[src/rtl/ram_burst_reader.sv]
`default_nettype none
// ============================================================================
// Module   : ram_burst_reader
// Brief    : Burst read initiator for the Gelato RAM word-read protocol.
//            Issues sequential word reads and buffers results in a small FIFO.
// Revision : 1.0 - initial release
// ============================================================================
module ram_burst_reader #(
  parameter int ADDR_WIDTH = 32,
  parameter int DATA_WIDTH = 32,
  parameter int LEN_WIDTH  = 8,
  parameter int FIFO_DEPTH = 4
) (
  input  logic                  clk,
  input  logic                  rst,
  input  logic                  rdy,
  input  logic                  req_valid,
  output logic                  req_ready,
  input  logic [ADDR_WIDTH-1:0] req_addr,
  input  logic [LEN_WIDTH-1:0]  req_len,
  output logic                  ram_req,
  output logic [ADDR_WIDTH-1:0] ram_addr,
  input  logic [DATA_WIDTH-1:0] ram_data,
  input  logic                  ram_done,
  output logic                  out_valid,
  input  logic                  out_ready,
  output logic [DATA_WIDTH-1:0] out_data,
  output logic                  out_last,
  output logic                  busy
);

  localparam int                    PTR_W        = $clog2(FIFO_DEPTH);
  localparam int                    CNT_W        = PTR_W + 1;
  localparam logic [CNT_W-1:0]      C_DEPTH      = CNT_W'(FIFO_DEPTH);
  localparam logic [CNT_W-1:0]      C_CNT_ONE    = CNT_W'(1);
  localparam logic [PTR_W-1:0]      C_PTR_ONE    = PTR_W'(1);
  localparam logic [ADDR_WIDTH-1:0] C_WORD_BYTES = ADDR_WIDTH'(4);
  localparam logic [LEN_WIDTH-1:0]  C_LEN_ONE    = LEN_WIDTH'(1);

  typedef enum logic [0:0] {
    S_IDLE  = 1'b0,
    S_FETCH = 1'b1
  } state_t;

  state_t                  state_q;
  logic [ADDR_WIDTH-1:0]   cur_addr_q;
  logic [LEN_WIDTH-1:0]    remaining_q;
  logic [DATA_WIDTH-1:0]   mem_data_q [FIFO_DEPTH];
  logic                    mem_last_q [FIFO_DEPTH];
  logic [PTR_W-1:0]        wr_ptr_q;
  logic [PTR_W-1:0]        rd_ptr_q;
  logic [CNT_W-1:0]        count_q;
  logic [CNT_W-1:0]        count_d;
  logic                    accept;
  logic                    push;
  logic                    pop;

  // Every strobe is qualified by rdy, so rdy=0 freezes all state below.
  always_comb begin
    req_ready = rdy && (state_q == S_IDLE);
    ram_req   = rdy && (state_q == S_FETCH) && (count_q < C_DEPTH);
    ram_addr  = cur_addr_q;
    busy      = (state_q == S_FETCH);
    out_valid = rdy && (count_q != '0);
    out_data  = mem_data_q[rd_ptr_q];
    out_last  = mem_last_q[rd_ptr_q];
    accept    = req_valid && req_ready;
    push      = ram_req && ram_done;
    pop       = out_valid && out_ready;
    count_d   = count_q;
    if (push && !pop) begin
      count_d = count_q + C_CNT_ONE;
    end else if (pop && !push) begin
      count_d = count_q - C_CNT_ONE;
    end
  end

  always_ff @(posedge clk or posedge rst) begin
    if (rst) begin
      state_q     <= S_IDLE;
      cur_addr_q  <= '0;
      remaining_q <= '0;
      wr_ptr_q    <= '0;
      rd_ptr_q    <= '0;
      count_q     <= '0;
      for (int i = 0; i < FIFO_DEPTH; i++) begin
        mem_data_q[i] <= '0;
        mem_last_q[i] <= 1'b0;
      end
    end else begin
      count_q <= count_d;
      if (pop) begin
        rd_ptr_q <= rd_ptr_q + C_PTR_ONE;
      end
      if (push) begin
        mem_data_q[wr_ptr_q] <= ram_data;
        mem_last_q[wr_ptr_q] <= (remaining_q == C_LEN_ONE);
        wr_ptr_q             <= wr_ptr_q + C_PTR_ONE;
      end
      case (state_q)
        S_IDLE: begin
          // A zero-length request is consumed without touching the RAM.
          if (accept && (req_len != '0)) begin
            cur_addr_q  <= req_addr;
            remaining_q <= req_len;
            state_q     <= S_FETCH;
          end
        end
        S_FETCH: begin
          if (push) begin
            cur_addr_q  <= cur_addr_q + C_WORD_BYTES;
            remaining_q <= remaining_q - C_LEN_ONE;
            if (remaining_q == C_LEN_ONE) begin
              state_q <= S_IDLE;
            end
          end
        end
        default: state_q <= S_IDLE;
      endcase
    end
  end

endmodule
`default_nettype wire

[config.mk]
export PLATFORM = sky130hd
export DESIGN_NAME = ram_burst_reader
export DESIGN_NICKNAME = d
export VERILOG_FILES = /design/src/rtl/ram_burst_reader.sv
export SDC_FILE = /design/constraint.sdc
export NUM_CORES = 1
export LEC_CHECK = 0
export ABC_CLOCK_PERIOD_IN_PS = 13600
export CAP_MARGIN = 20
export CELL_PAD_IN_SITES_DETAIL_PLACEMENT = 2
export CELL_PAD_IN_SITES_GLOBAL_PLACEMENT = 2
export CORE_MARGIN = 4
export CORE_UTILIZATION = 38
export DETAILED_ROUTE_END_ITERATION = 12
export DONT_BUFFER_PORTS = 1
export GPL_TIMING_DRIVEN = 0
export PLACE_DENSITY = 0.78
export SLEW_MARGIN = 20
export SYNTH_ARGS = -nofsm -noshare
export SYNTH_HDL_FRONTEND = slang
export SYNTH_SLANG_ARGS = --single-unit
[constraint.sdc]
create_clock -name clk -period 13.6 [get_ports clk]
set_clock_uncertainty 0.1 [all_clocks]
set_input_delay 2.72 -clock clk [delete_from_list [all_inputs] [get_ports clk]]
set_output_delay 2.72 -clock clk [all_outputs]
set_load 0.1 [all_outputs]
==> results of run 1 <==
## tightest hold or removal path: stages (launching register included)
cell	delay [ns]
dfrtp_1	0.34
nand2_1	0.04
o21ai_0	0.06
## metal layers
metal | up-vias | track usage
li1 | 2602 | -
met1 | 3129 | 0.246
met2 | 176 | 0.366
met3 | 36 | 0.0678
met4 | 2 | 0.0647
met5 | - | 0
## worst min path at each step
stage	startpoint	endpoint	slack (ns)	depth (start not counted)
CTS	mem_last_q[1]$_DFFE_PP0P_	mem_last_q[1]$_DFFE_PP0P_	0.38	2
floorplan	mem_last_q[1]$_DFFE_PP0P_	mem_last_q[1]$_DFFE_PP0P_	0.34	2
detailed placement	mem_last_q[1]$_DFFE_PP0P_	mem_last_q[1]$_DFFE_PP0P_	0.38	2
finish	mem_last_q[1]$_DFFE_PP0P_	mem_last_q[1]$_DFFE_PP0P_	0.38	2
global route	mem_last_q[1]$_DFFE_PP0P_	mem_last_q[1]$_DFFE_PP0P_	0.42	2
global placement	mem_last_q[2]$_DFFE_PP0P_	mem_last_q[2]$_DFFE_PP0P_	0.36	2
## sequential cells by signal, indices dropped and copies added, names as in the netlist
name and count:
wr_ptr_q 2, busy 1, mem_data_q 128, rd_ptr_q 2
count_q 3, remaining_q 8, mem_last_q 4, ram_addr 32
## cells in the mapped netlist, types with 5 or more instances
master and count:
dfrtp_1 180, clkbuf_1 16, and4_1 8, mux4_2 33
a211oi_1 6, o22ai_1 5, nor4_1 12, nand2_1 39
buf_2 25, a21oi_1 9, nor2_1 22, a221o_1 6
inv_1 21, a311oi_1 7, nor3_1 17, mux2_2 125
o21ai_0 16, a22oi_1 6, nand3_1 14, nand4_1 17
ha_1 8, mux2i_1 7
## stage by stage
step                      utilization  hold slack (ns)
after global placement          0.401            0.358
final                           0.431            0.378
after global routing            0.431            0.415
after detailed placement        0.404            0.376
after CTS                       0.431            0.382
after floorplan                     -            0.345
## kinds of logic (layout without fill, tap and decap cells)
logic type,after synthesis,after routing
adders and majority gates,9,9
DFF,180,180
AOI/OAI and AO/OA,89,89
buffers and inverters,67,101
and+or+nand+nor,152,152
xor gates and xnor gates,6,6
muxes,169,169
## cell type report
class / instances / area share
Clock inverter: 15 / 0.0183
Timing Repair Buffer: 2 / 0.00566
Inverter: 22 / 0.00926
Tap cell: 285 / 0.0367
Sequential cell: 180 / 0.463
Clock buffer: 17 / 0.0437
Multi-Input combinational cell: 425 / 0.403
Buffer: 45 / 0.0206
==> metrics, run 1 <==
n_diodes 0; Synth Cell Area 8700 µm²; Max-slew headroom 0.231; Vias 5945; Cells after Synth 672; min Tclk post-route 6.37 ns; fill count 2221; worst hold path class flip-flop to flip-flop; CP bufs+invs 0; multi-input logic area 3920 µm²; final setup vio count 0; Num CTS Buffers 17; DR WL/cell ~26 µm; Die W 159 µm; Detailed Place HPWL 18700 µm; hold_buf cts 0; register area share after synthesis 0.518; DR WL met3 1760 µm; DR iter-0 viols 314; CP delay by family, top simple AND/OR/NAND/NOR gates; Synth area leaders dfrtp_1 52%, mux2_2 16%, mux4_2 8.5%, nand2_1 1.7%, buf_2 1.4%; Inst Count DP ~960; Post-CTS Setup Inserts 0; f_max 157 MHz; vias in the first global route 7018; Fin. Hold Viols 0; mux share of post-synthesis cell area 0.261; Die Ht about 160 µm; Worst-Margin Slew 1.15 ns; Setup Crit Path Kind primary input to output port; share of cells above drive strength 1 0.327; global-route wire length before repair 41800 µm; crit path from rdy; critical path arrival roughly 3.6 ns; setup ws final 7.23 ns; commonest non-fill, non-tap cell in the layout dfrtp_1; syn avg cell area 12.9 µm²; Tcrit/Tclk final 0.468; Starting Density 0.385; FF-to-FF End count_q[2]$_DFFE_PP0P_; met1 WL 10300 µm; CP endpoint kind output port; met2 WL post-DR 13400 µm; CTS H-Tree Depth 4; Final Max Slew Viols 0; Compound-Gate Fraction of Synth Area 0.0761; Ports about 150; Syn Nets 759; clk root buf clkbuf_16; # DRC 0; Vias/cell 6.00; r2r setup slk 9.39 ns; slowest stage delay, CP roughly 0.82 ns; EDFF count, synth 0; outcome complete, no violations; Cell variety after synth 60; GRT overflow 0; largest family of logic cells by synthesized area multiplexers; Reg-to-Reg Start busy$_DFF_PP0_; post-layout instance area 9730 µm²; top_reg_cell synth dfrtp_1; cells along the critical path nor2b_2; post-synthesis simple-gate area fraction 0.0929; Port-buffer cells 0; CORE AREA about 23000 µm²; placed cell areas 9120 µm²; CP startpoint kind primary input; Max Cap Viol 0; TritonCTS clock tree built; FP Rows 55; GRT Overall Usage 0.209; xor-xnor portion of the synthesized cell area 0.00604; Post-Route WL between 20000 and 30000 µm; initial antenna violation count 1; top layer in use met5; commonest cells after routing, fill and taps aside 180 x dfrtp_1, 125 x mux2_2, 39 x nand2_1, 33 x mux4_2, 25 x buf_2; CTS resizes 0; Reg2Reg Depth 12; Worst-Skew Late Latency 0.43 ns; Layout Cells excl Fill slightly below 1000; GP Congestion roughly 0.86; worst slack, placed between 7 and 8 ns; leading area contributor after synthesis dfrtp_1; TritonRoute pass-1 iters 4; RSZ-0062 raised after global routing false; synth warn 0; Reg area 4500 µm²; Layout Nets 780; ys async rst share 1.00; area grow syn2layout 11.9%; worst-path fanout max 5; clock sink count 180; Yosys reg bits 180; crit path to req_ready; Reg clk slew, reported paths approximately 0.07 ns; post-synthesis adder-cell area fraction 0.0138; top-area cell type share of the netlist area 0.518; CP required 10.78 ns; Max Root-Sink Buffers 2; Crit. path cell count 1; setup tns final 0 ns; DRT antenna net count 0; Slowest cell on crit path nor2b_2; die area 25400 µm²; largest net degree at the start of global routing 111
Power of run 1 is not shown: default switching activity piles up to over one toggle a cycle in this logic, so the estimate is an artifact.
==> run 2: changes to the inputs <==
- ABC_CLOCK_PERIOD_IN_PS: 13600 -> 6500
- clock period: 13.6 -> 6.5 ns (I/O delays scaled with it)
==> results of run 2 <==
The final DEF is identical to that of run 1. Status: complete, no violations.
Among the figures that moved: setup slack after placement 7.13 ns -> 2.29 ns; setup slack after layout 7.23 ns -> 2.04 ns; start point of the critical path rdy -> busy$_DFF_PP0_; end point of the critical path req_ready -> ram_req; register-to-register setup slack 9.39 ns -> 2.29 ns
Power of run 2 is left out for the same reason.
==> run 3: changes to the inputs <==
- ABC_CLOCK_PERIOD_IN_PS: 6500 -> 3810
- PLACE_DENSITY: 0.78 -> 0.81
- clock period: 6.5 -> 3.81 ns (I/O delays scaled with it)
==> run 3 against run 2 <==
Against the previous run:
- global-route usage grew 0.20 points
- critical path depth shrank 2
- routed wire length increased by 2.5%
- die area unchanged
- final cell count up 0.40%
- register-to-register slack lost 2.0 ns
- critical endpoint unchanged
==> metrics, run 3 (synthesized netlist as in run 1, its figures left out) <==
outcome complete, no violations; f_max 275 MHz; FF-to-FF End count_q[2]$_DFFE_PP0P_; CP bufs+invs 2; Max Cap Viol 0; GRT Overall Usage 0.211; Largest register FFs roughly 130; DR WL/cell approximately 27 µm; TritonCTS clock tree built; FP Rows 55; n_diodes 0; fill count 2252; min Tclk post-route 3.64 ns; vias in the first global route about 7200; critical path arrival 2.78 ns; Reg clk slew, reported paths 0.07 ns; cells along the critical path buf_2 > inv_1 > nor3b_4; CP endpoint kind output port; Max Root-Sink Buffers 2; initial antenna violation count 0; Setup Crit Path Kind flip-flop to output port; Top reg by flops mem_data_q; GP Congestion approximately 0.9; DRT antenna net count 0; Vias 6060; die area 25400 µm²; Die W 159 µm; CP delay by family, top simple AND/OR/NAND/NOR gates; final core occ 0.436; setup ws final 0.169 ns; Max-slew headroom 0.227; GRT overflow 0; crit path from busy$_DFF_PP0_; r2r setup slk 0.25 ns; clk root buf clkbuf_16; Starting Density 0.385; hold_buf cts 0; CORE AREA 22600 µm²; CP startpoint kind flip-flop; area grow syn2layout 13.1%; Tcrit/Tclk final 0.956; global-route wire length before repair 42400 µm; final setup vio count 0; largest net degree at the start of global routing 35; Die Ht 159 µm; Num CTS Buffers 17; Reg-to-Reg Start busy$_DFF_PP0_; Vias/cell 6.09; commonest cells after routing, fill and taps aside 179 x dfrtp_1, 125 x mux2_2, 39 x nand2_1, 33 x mux4_2, 25 x buf_2; CP required a little under 3 ns; TritonRoute pass-1 iters 4; slowest stage delay, CP a little under 1 ns; worst-path fanout max 16; Post-Route WL 26700 µm; worst hold path class primary input to asynchronous set/reset pin; Port-buffer cells 0; DR iter-0 viols 372; RSZ-0062 raised after global routing false; CTS H-Tree Depth 4; Fin. Hold Viols 0; Worst-Margin Slew 1.16 ns; commonest non-fill, non-tap cell in the layout dfrtp_1; Detailed Place HPWL 19200 µm; share of cells above drive strength 1 0.335; Crit. path cell count 3; Slowest cell on crit path nor3b_4; Reg2Reg Depth 13; Final Max Slew Viols 0; crit path to ram_req; Worst-Skew Late Latency 0.43 ns; worst slack, placed -0.597 ns; Layout Nets around 800; clock sink count 180; # DRC 0; Ports 147
## run 3: cell count changes in the layout (fill, tap and decap cells not counted), sizes merged
cell	change
clkinv	-2
buf	+5
clkinvlp	+1
## run 3: repair_timing
item / CTS / global route
endpoints found under the setup margin: 20 / 0
setup buffers: 2 / 0
resized for setup: 3 / 0
## run 3: area by class of cell
class,count,area [µm²],area share
sequential,180,4510,0.458
timing repair buffer,8,150,0.0153
clock inverter,14,178,0.0181
multi-input combinational,425,3920,0.399
inverter,22,86.3,0.00878
tap,285,357,0.0363
buffer,43,194,0.0197
clock buffer,18,439,0.0447
## run 3: how the worst min path moves through the flow
stage / slack, ns / end / start
final: 0.12 / ram_addr[5]$_DFFE_PP0P_ / rst
after global routing: 0.13 / ram_addr[5]$_DFFE_PP0P_ / rst
after CTS: 0.12 / ram_addr[0]$_DFFE_PP0P_ / rst
after detailed placement: 0.38 / mem_last_q[3]$_DFFE_PP0P_ / mem_last_q[3]$_DFFE_PP0P_
after global placement: 0.36 / mem_last_q[2]$_DFFE_PP0P_ / mem_last_q[2]$_DFFE_PP0P_
after floorplan: 0.34 / mem_last_q[1]$_DFFE_PP0P_ / mem_last_q[1]$_DFFE_PP0P_
## run 3: layer usage
layer / share of wire / global-route usage
met1: 0.40 / 0.248
met5: 0 / 0
met3: 0.064 / 0.0616
met4: 0.019 / 0.0659
met2: 0.52 / 0.375
## run 3: worst reg2reg max path: cells and delay by family, from the launching register on
kind                     cells  cell delay, ns
AND/OR/NAND/NOR              2            0.25
adder cells (fa/ha/maj)      2            0.62
buffers and inverters        7            1.57
XOR/XNOR                     2            0.32
flip-flops                   1            0.63
## run 3: through the flow
step / instances / TNS [ns] / cell area [µm²] / hold WS, ns
final: 995 / 0 / 9830 / 0.125
after global routing: 995 / 0 / 9830 / 0.131
after CTS: 995 / 0 / 9830 / 0.115
after detailed placement: 963 / -1.13 / 9210 / 0.382
after global placement: 957 / -31.27 / 9060 / 0.359
after floorplan: 672 / 0 / 8700 / 0.345
Power of run 3 is left out for the same reason.
